## config.mk

```make
export PLATFORM = sky130hd
export DESIGN_NAME = ex_cdb_arbiter
export DESIGN_NICKNAME = d
export VERILOG_FILES = /design/src/rtl/ex_cdb_arbiter.sv
export SDC_FILE = /design/constraint.sdc
export NUM_CORES = 1
export LEC_CHECK = 0
export ABC_CLOCK_PERIOD_IN_PS = 6500
export BUFFER_PORTS_ARGS = -buffer_cell sky130_fd_sc_hd__buf_2
export CORE_MARGIN = 2
export CORE_UTILIZATION = 53
export CTS_CLUSTER_DIAMETER = 100
export DETAILED_ROUTE_END_ITERATION = 8
export GPL_ROUTABILITY_DRIVEN = 0
export PLACE_DENSITY_LB_ADDON = 0.25
export SYNTH_ARGS = -nofsm -noshare
export SYNTH_HDL_FRONTEND = slang
export SYNTH_SLANG_ARGS = --single-unit
```

## constraint.sdc

```tcl
create_clock -name clock -period 6.5 [get_ports clock]
set_clock_uncertainty 0.05 [all_clocks]
set_input_delay 0.975 -clock clock [delete_from_list [all_inputs] [get_ports clock]]
set_output_delay 0.975 -clock clock [all_outputs]
set_load 0.02 [all_outputs]
```

## src/rtl/ex_cdb_arbiter.sv

```systemverilog
// ex_cdb_arbiter
//   Shares the single CDB broadcast / PRF write port among the execute-stage
//   functional units. Every unit owns a one-entry holding slot; a round-robin
//   arbiter drains one full slot per cycle onto a registered CDB output.
//
// Ports
//   clock, reset       : clock and synchronous active-high reset
//   flush              : branch-mispredict squash, empties all slots
//   req_valid          : per-unit result valid
//   req_tag/data/rob_idx : per-unit result fields, unit i at [i*W +: W]
//   req_ready          : unit i may present a result this cycle
//   cdb_valid          : broadcast valid, high for exactly one cycle per grant
//   cdb_tag/data/rob_idx : broadcast payload
//   cdb_src            : one-hot source unit of the current broadcast
module ex_cdb_arbiter #(
    parameter int NUM_REQ = 3,
    parameter int TAG_W   = 6,
    parameter int ROB_W   = 5,
    parameter int DATA_W  = 32
) (
    input  logic                      clock,
    input  logic                      reset,
    input  logic                      flush,
    input  logic [NUM_REQ-1:0]        req_valid,
    input  logic [NUM_REQ*TAG_W-1:0]  req_tag,
    input  logic [NUM_REQ*DATA_W-1:0] req_data,
    input  logic [NUM_REQ*ROB_W-1:0]  req_rob_idx,
    output logic [NUM_REQ-1:0]        req_ready,
    output logic                      cdb_valid,
    output logic [TAG_W-1:0]          cdb_tag,
    output logic [DATA_W-1:0]         cdb_data,
    output logic [ROB_W-1:0]          cdb_rob_idx,
    output logic [NUM_REQ-1:0]        cdb_src
);

    localparam int PTR_W = (NUM_REQ > 1) ? $clog2(NUM_REQ) : 1;

    logic [NUM_REQ-1:0] slot_full_q, slot_full_d;
    logic [TAG_W-1:0]   slot_tag_q  [NUM_REQ];
    logic [TAG_W-1:0]   slot_tag_d  [NUM_REQ];
    logic [DATA_W-1:0]  slot_data_q [NUM_REQ];
    logic [DATA_W-1:0]  slot_data_d [NUM_REQ];
    logic [ROB_W-1:0]   slot_rob_q  [NUM_REQ];
    logic [ROB_W-1:0]   slot_rob_d  [NUM_REQ];

    logic [PTR_W-1:0]   rr_ptr_q, rr_ptr_d;

    logic               cdb_valid_q, cdb_valid_d;
    logic [TAG_W-1:0]   cdb_tag_q, cdb_tag_d;
    logic [DATA_W-1:0]  cdb_data_q, cdb_data_d;
    logic [ROB_W-1:0]   cdb_rob_q, cdb_rob_d;
    logic [NUM_REQ-1:0] cdb_src_q, cdb_src_d;

    logic [NUM_REQ-1:0] grant;
    logic               grant_vld;
    logic [PTR_W-1:0]   grant_idx;
    logic [NUM_REQ-1:0] accept;

    // Round-robin search: first full slot at or after rr_ptr, wrapping.
    always_comb begin
        int idx;
        grant     = '0;
        grant_vld = 1'b0;
        grant_idx = '0;
        idx       = 0;
        for (int k = 0; k < NUM_REQ; k++) begin
            idx = (int'(rr_ptr_q) + k) % NUM_REQ;
            if (!grant_vld && slot_full_q[idx]) begin
                grant_vld  = 1'b1;
                grant[idx] = 1'b1;
                grant_idx  = PTR_W'(idx);
            end
        end
    end

    // A granted slot drains this cycle, so it can take a new result at the
    // same edge; this is what allows one result per cycle per unit.
    assign req_ready = ~{NUM_REQ{flush}} & (~slot_full_q | grant);
    assign accept    = req_valid & req_ready;

    always_comb begin
        for (int i = 0; i < NUM_REQ; i++) begin
            slot_tag_d[i]  = slot_tag_q[i];
            slot_data_d[i] = slot_data_q[i];
            slot_rob_d[i]  = slot_rob_q[i];
            if (flush) begin
                slot_full_d[i] = 1'b0;
            end else if (accept[i]) begin
                slot_full_d[i] = 1'b1;
                slot_tag_d[i]  = req_tag[i*TAG_W +: TAG_W];
                slot_data_d[i] = req_data[i*DATA_W +: DATA_W];
                slot_rob_d[i]  = req_rob_idx[i*ROB_W +: ROB_W];
            end else if (grant[i]) begin
                slot_full_d[i] = 1'b0;
            end else begin
                slot_full_d[i] = slot_full_q[i];
            end
        end
    end

    // A grant computed during flush is dropped: no broadcast, pointer kept.
    always_comb begin
        rr_ptr_d    = rr_ptr_q;
        cdb_valid_d = grant_vld & ~flush;
        cdb_tag_d   = cdb_tag_q;
        cdb_data_d  = cdb_data_q;
        cdb_rob_d   = cdb_rob_q;
        cdb_src_d   = cdb_src_q;
        if (grant_vld && !flush) begin
            rr_ptr_d   = PTR_W'((int'(grant_idx) + 1) % NUM_REQ);
            cdb_tag_d  = slot_tag_q[grant_idx];
            cdb_data_d = slot_data_q[grant_idx];
            cdb_rob_d  = slot_rob_q[grant_idx];
            cdb_src_d  = grant;
        end
    end

    always_ff @(posedge clock) begin
        if (reset) begin
            slot_full_q <= '0;
            rr_ptr_q    <= '0;
            cdb_valid_q <= 1'b0;
            cdb_tag_q   <= '0;
            cdb_data_q  <= '0;
            cdb_rob_q   <= '0;
            cdb_src_q   <= '0;
        end else begin
            slot_full_q <= slot_full_d;
            rr_ptr_q    <= rr_ptr_d;
            cdb_valid_q <= cdb_valid_d;
            cdb_tag_q   <= cdb_tag_d;
            cdb_data_q  <= cdb_data_d;
            cdb_rob_q   <= cdb_rob_d;
            cdb_src_q   <= cdb_src_d;
        end
    end

    // Slot payload is qualified by slot_full, so it needs no reset.
    always_ff @(posedge clock) begin
        for (int i = 0; i < NUM_REQ; i++) begin
            slot_tag_q[i]  <= slot_tag_d[i];
            slot_data_q[i] <= slot_data_d[i];
            slot_rob_q[i]  <= slot_rob_d[i];
        end
    end

    assign cdb_valid   = cdb_valid_q;
    assign cdb_tag     = cdb_tag_q;
    assign cdb_data    = cdb_data_q;
    assign cdb_rob_idx = cdb_rob_q;
    assign cdb_src     = cdb_src_q;

endmodule
```

Word-level counts from Yosys, hierarchy flattened --
Memory sizes are Yosys's and may differ from the RTL's. A register that Yosys moved wholly into a read port is not among the register bits. Cells that the tools add are included.
Word-level totals: register bits 9, bits in writable memories 129, input bits 135, output and inout bits 50, memories 3
Operators by class: add/sub/neg operators 3, div/mod/pow operators 4, order comparisons 6, eq/ne operators 6, multiplexer cells 48, bitwise logic cells 9, reductions and logical operators 16
Memory list:
- slot_data_q | depth 3, bits a word 32, rd ports 1, clocked after memory_dff 1, write ports 3, RTL line 41 | logic [DATA_W-1:0] slot_data_q [NUM_REQ];
- slot_tag_q | depth 3, bits a word 6, rd ports 1, clocked after memory_dff 1, write ports 3, RTL line 39 | logic [TAG_W-1:0] slot_tag_q [NUM_REQ];
- slot_rob_q | depth 3, bits a word 5, rd ports 1, clocked after memory_dff 1, write ports 3, RTL line 43 | logic [ROB_W-1:0] slot_rob_q [NUM_REQ];
Operators by type and width (number):
- two-way mux 32 bit | 6
- greater-or-equal comparator 32 x 1 -> 1 bit (second input constant) | 3
- < comparator 32 x 4 -> 1 bit (second input constant) | 3
- modulo 32 x 3 -> 32 bit (second input constant) | 3
- two-way mux 6 bit | 6
- modulo 3 x 3 -> 32 bit (second input constant) | 1
- two-way mux 5 bit | 6
- two-way mux 1 bit | 18
- two-way mux 3 bit | 3
- bitwise OR 3 bit | 3
- adder 2 x 1 -> 3 bit (second input constant) | 2
- AND 3 bit | 2
- binary-select mux 1 bit (select 2 bit) | 3
- demux 1 bit (select 2 bit) | 3
- logical AND 1 bit | 6
- two-way mux 2 bit | 3
- inequality test 2 bit (second input constant) | 3
- inverter 3 bit | 2
- AND reduction 2 bit | 3
- nonzero test 2 bit | 3
- adder 2 x 2 -> 3 bit (second input constant) | 1
- logical NOT 1 bit | 3
- inequality test 1 bit (second input constant) | 3
- OR reduction 2 bit | 1
- 2 further kinds | 2

Longest topological paths before layout --
word-level depth 16, gate-level depth with buffers 11, mapped depth without buffers 9

Least setup slack after synthesis --
Ideal clock, no wire load.
path kind register to register, from register rr_ptr_q[0], to memory slot_data_q[0][0], enable pin, library setup time 0.506 ns, arrival 4.822 ns, data required time 5.944 ns, setup slack 1.123 ns, stages on the path, launching flop included 9, buffers on the path 1, period minus slack after synthesis 5.377 ns, cell sequence dfxtp_1 inv_1 ha_1 buf_2 mux2i_1 a2bb2oi_1 nand3_1 a41o_1 nor3b_1
RTL lines:
- start, declared | RTL line 46 | logic [PTR_W-1:0] rr_ptr_q, rr_ptr_d;
- start signal, assigned | RTL line 129 | rr_ptr_q <= rr_ptr_d;
- end, declared | RTL line 41

Worst setup path in the final report --
from register rr_ptr_q[0], to output port req_ready[0]
On the way: cells in the longest elaborated chain, start to end 13
Ends and longest elaborated chain:
- parallel branches: the longest is 10 deep, another holds modulo 32 x 3 -> 32 bit
- two-way mux 3 bit (*) | RTL line 68 | if (!grant_vld && slot_full_q[idx]) begin
- bitwise OR 3 bit (*) | RTL line 78 | assign req_ready = ~{NUM_REQ{flush}} & (~slot_full_q | grant);
- AND 3 bit (*) | RTL line 78
- end, declared | RTL line 28 | output logic [NUM_REQ-1:0] req_ready,
Every way passes the cells marked *. The select of a mux whose other input is x is not followed.

==> flow_summary_export.csv <==
group,metric,value,unit
power_and_ir_drop,power.net_switching,0.0005887,W
place,port_buffers,184,
drt,antenna_left,0,
yosys,synth-async-reset-ratio,0,%
yosys,synth_seq_cells,181,
sta,final_max_slew_viol_count,0,
clocking,clockRootBuffer,"clkbuf_16",
cells_and_area,drive_gt1_share,41.21,%
job,cap_violations,0,
die,core-area,13240,um^2
power_and_ir_drop,p_seq_share,51.5,%
power_and_ir_drop,p_int,0.001991,W
global_routing,grt_pass1_vias,4857,
drt,wl_per_cell,18.66,um
yosys,synth_warnings,0,
clocking,cts_setup_buffers,0,
drt,dr.max_layer_used,"met4",
clocking,cts_resized,0,
yosys,yosysMostFrequentCell,"edfxtp_1",
worst_setup_path,max_stage_delay,0.49,ns
sta,period_share,56.81,%
yosys,synth_area,7189,um^2
clocking,postCtsHoldBufs,0,
worst_setup_path,crit_fanout,10,
drt,routed_via_density,5.416,
global_routing,grt_use_total,22.68,%
die,rows,42,
worst_setup_path,critPathTopFamily,"compound AO/OA/AOI/OAI gates",
die,start_util,54.29,%
drt,wl_met3,781,um
sta,tns,0,ns
worst_setup_path,crit_path_end_kind,"output pin",
run_status,outcome,"finished clean",
sta,relSlewSlack,23.44,%
global_routing,antenna_found_initial,2,
sta,finalSetupViolations,0,
power_and_ir_drop,combPwrFrac,9.7,%
cells_and_area,fin_nets,787,
yosys,synth_nets,607,
clocking,clockBufferDepth,2,
drt,totalWireLength,15.64,mm
global_routing,grt_pass1_wl,24.49,mm
cells_and_area,final_util,65.99,%
power_and_ir_drop,p_leak,3.243,nW
drt,wl_met2,8.346,mm
yosys,ys_types,43,
power_and_ir_drop,swShare,22.82,%
drt,wl_met1,6.065,mm
die,die_area,14510,um^2
yosys,avgSynthCellArea,15.39,um^2
clocking,htree_levels,4,
yosys,synth_top_area_cell,"edfxtp_1",
die,die_h,120.5,um
yosys,synth_flop_cell,"edfxtp_1",
clocking,clk_pin_slew_worst_paths,0.06,ns
sta,post-route-min-period,3.693,ns
worst_setup_path,cp_cell_sequence,"inv_1 > ha_1 > mux2i_1 > a2bb2oi_1 > nand3_1 > a41o_1 > nor2_1 > buf_2",
clocking,cts-buffers-inserted,17,
sta,final-hold-violation-count,0,
die,io_pins,185,
place,place.detailed.hpwl,10.17,mm
power_and_ir_drop,vdd_drop_max,0.1874,mV
die,die_w,120.5,um
power_and_ir_drop,power_density,295.2,nW/um^2
yosys,synth_top_area_share,53.88,%
worst_setup_path,crit_required,5.47,ns
drt,drcViolationCount,0,
yosys,synth_enable_flop_cells,129,
worst_setup_path,crit_buf_inv,2,
clocking,cts_tree,"built",
yosys,netlist_top_cells_area,"edfxtp_1, dfxtp_1, o221ai_2",
yosys,syn_inst,467,
drt,drtIter0Drc,296,
drt,dr_total_vias,4539,
worst_setup_path,crit_type,"flip-flop to output pin",
worst_setup_path,cp_data_arrival_time,2.67,ns
sta,worst_slew_pin_slew,1.148,ns
yosys,ys_top_cells_by_count,"edfxtp_1, dfxtp_1, inv_1",
clocking,clock_sinks,181,
drt,first_pass_iters,5,
power_and_ir_drop,power.share.clock,38.8,%
hold_path,hold_class,"flip-flop to flip-flop",
sta,fmax,270.8,MHz
worst_setup_path,worstSetupStartpointType,"flip-flop",
worst_setup_path,critPathSlowestCell,"ha_1",
yosys,ys_seq_area_share,68.36,%
global_routing,overflow,0,
global_routing,grt_max_degree,46,
cells_and_area,area_growth,21.55,%
clocking,clock_latency,0.42,ns
sta,rsz0062_at_grt,"false",
## per-stage QoR
step,instances,worst slack [ns],total power (W),instance area [um^2],hold WS [ns]
floorplan,467,1.123,0.001513,7189,0.3959
global placement,804,3.436,0.001594,8154,0.4025
detailed placement,804,3.286,0.001606,8154,0.4129
CTS,836,2.851,0.002592,8733,0.4271
global route,837,2.643,0.002661,8736,0.4402
finish,838,2.807,0.002580,8738,0.4218
## logic make-up (layout without fill, tap and decap cells)
kind of cell	Yosys count	count (layout)	synth area share, %
DFF	181	181	68.36
and+or+nand+nor	80	80	5.708
buffers and inverters	80	273	6.039
AOI/OAI and AO/OA	75	75	12.57
muxes	46	46	6.457
adders and majority gates	5	5	0.8702
other	0	2	0
## power by group through the flow
| stage | registers (W) | clock network, W | logic [W] |
|---|---|---|---|
| after floorplan | 0.00137 | 0 | 0.000139 |
| after global placement | 0.00135 | 0 | 0.000245 |
| after detailed placement | 0.00135 | 0 | 0.000253 |
| after CTS | 0.00133 | 0.00101 | 0.000254 |
| after global routing | 0.00133 | 0.00105 | 0.000274 |
| final | 0.00133 | 0.00100 | 0.000251 |
## worst register-to-register path, cell delays in order, from the launching register on
cell     delay (ns)
dfxtp_1        0.38
inv_1          0.08
ha_1           0.25
mux2i_2        0.26
o21a_1         0.36
o21ai_0        0.24
a31oi_1        0.24
and2_2         0.94
## layer usage
layer  track usage, %  vias up
met5                0        -
met4            11.77        0
met3            4.670       33
met2            40.22      171
met1            25.78     2220
li1                 -     2115
## state kept, by name, indices dropped and copies added (netlist names)
register,flops
slot_data_q,96
slot_tag_q,18
slot_full_q,3
slot_rob_q,15
cdb_tag,6
cdb_src,3
cdb_rob_idx,5
cdb_valid,1
rr_ptr_q,2
cdb_data,32
## final cells by class
cell class	count	area, um^2
diodes	2	5.005
clock buffers	23	478.0
clock inverters	9	101.3
fillers	1007	4504
inverters	50	187.7
multi-input cells	206	1858
flip-flops and latches	181	4915
well taps	176	220.2
repair buffers	191	973.4
## final timing paths
kind	start	endpoint	slack (ns)	cells past startpoint
max reg2reg	rr_ptr_q[0]$_SDFFE_PP0P_	slot_data_q[1][4]$_DFFE_PP_	3.29	7
min reg2reg	slot_tag_q[2][5]$_DFFE_PP_	cdb_tag[5]$_SDFFE_PP0P_	0.42	2
max	rr_ptr_q[0]$_SDFFE_PP0P_	req_ready[0]	2.81	8
min	slot_tag_q[2][5]$_DFFE_PP_	cdb_tag[5]$_SDFFE_PP0P_	0.42	2
## cell usage in the layout (no fill, tap or decap), types with 4 or more instances in the layout
| cell | n |
|---|---|
| a21oi_1 | 5 |
| buf_2 | 184 |
| buf_4 | 7 |
| clkbuf_16 | 17 |
| dfxtp_1 | 52 |
| edfxtp_1 | 129 |
| ha_1 | 5 |
| inv_1 | 50 |
| mux2i_1 | 45 |
| nand2_1 | 11 |
| nand3_1 | 45 |
| nor2_1 | 7 |
| o21a_1 | 4 |
| o21ai_0 | 5 |
| o221ai_2 | 40 |
Note: power is estimated with default switching activity, not from simulation.
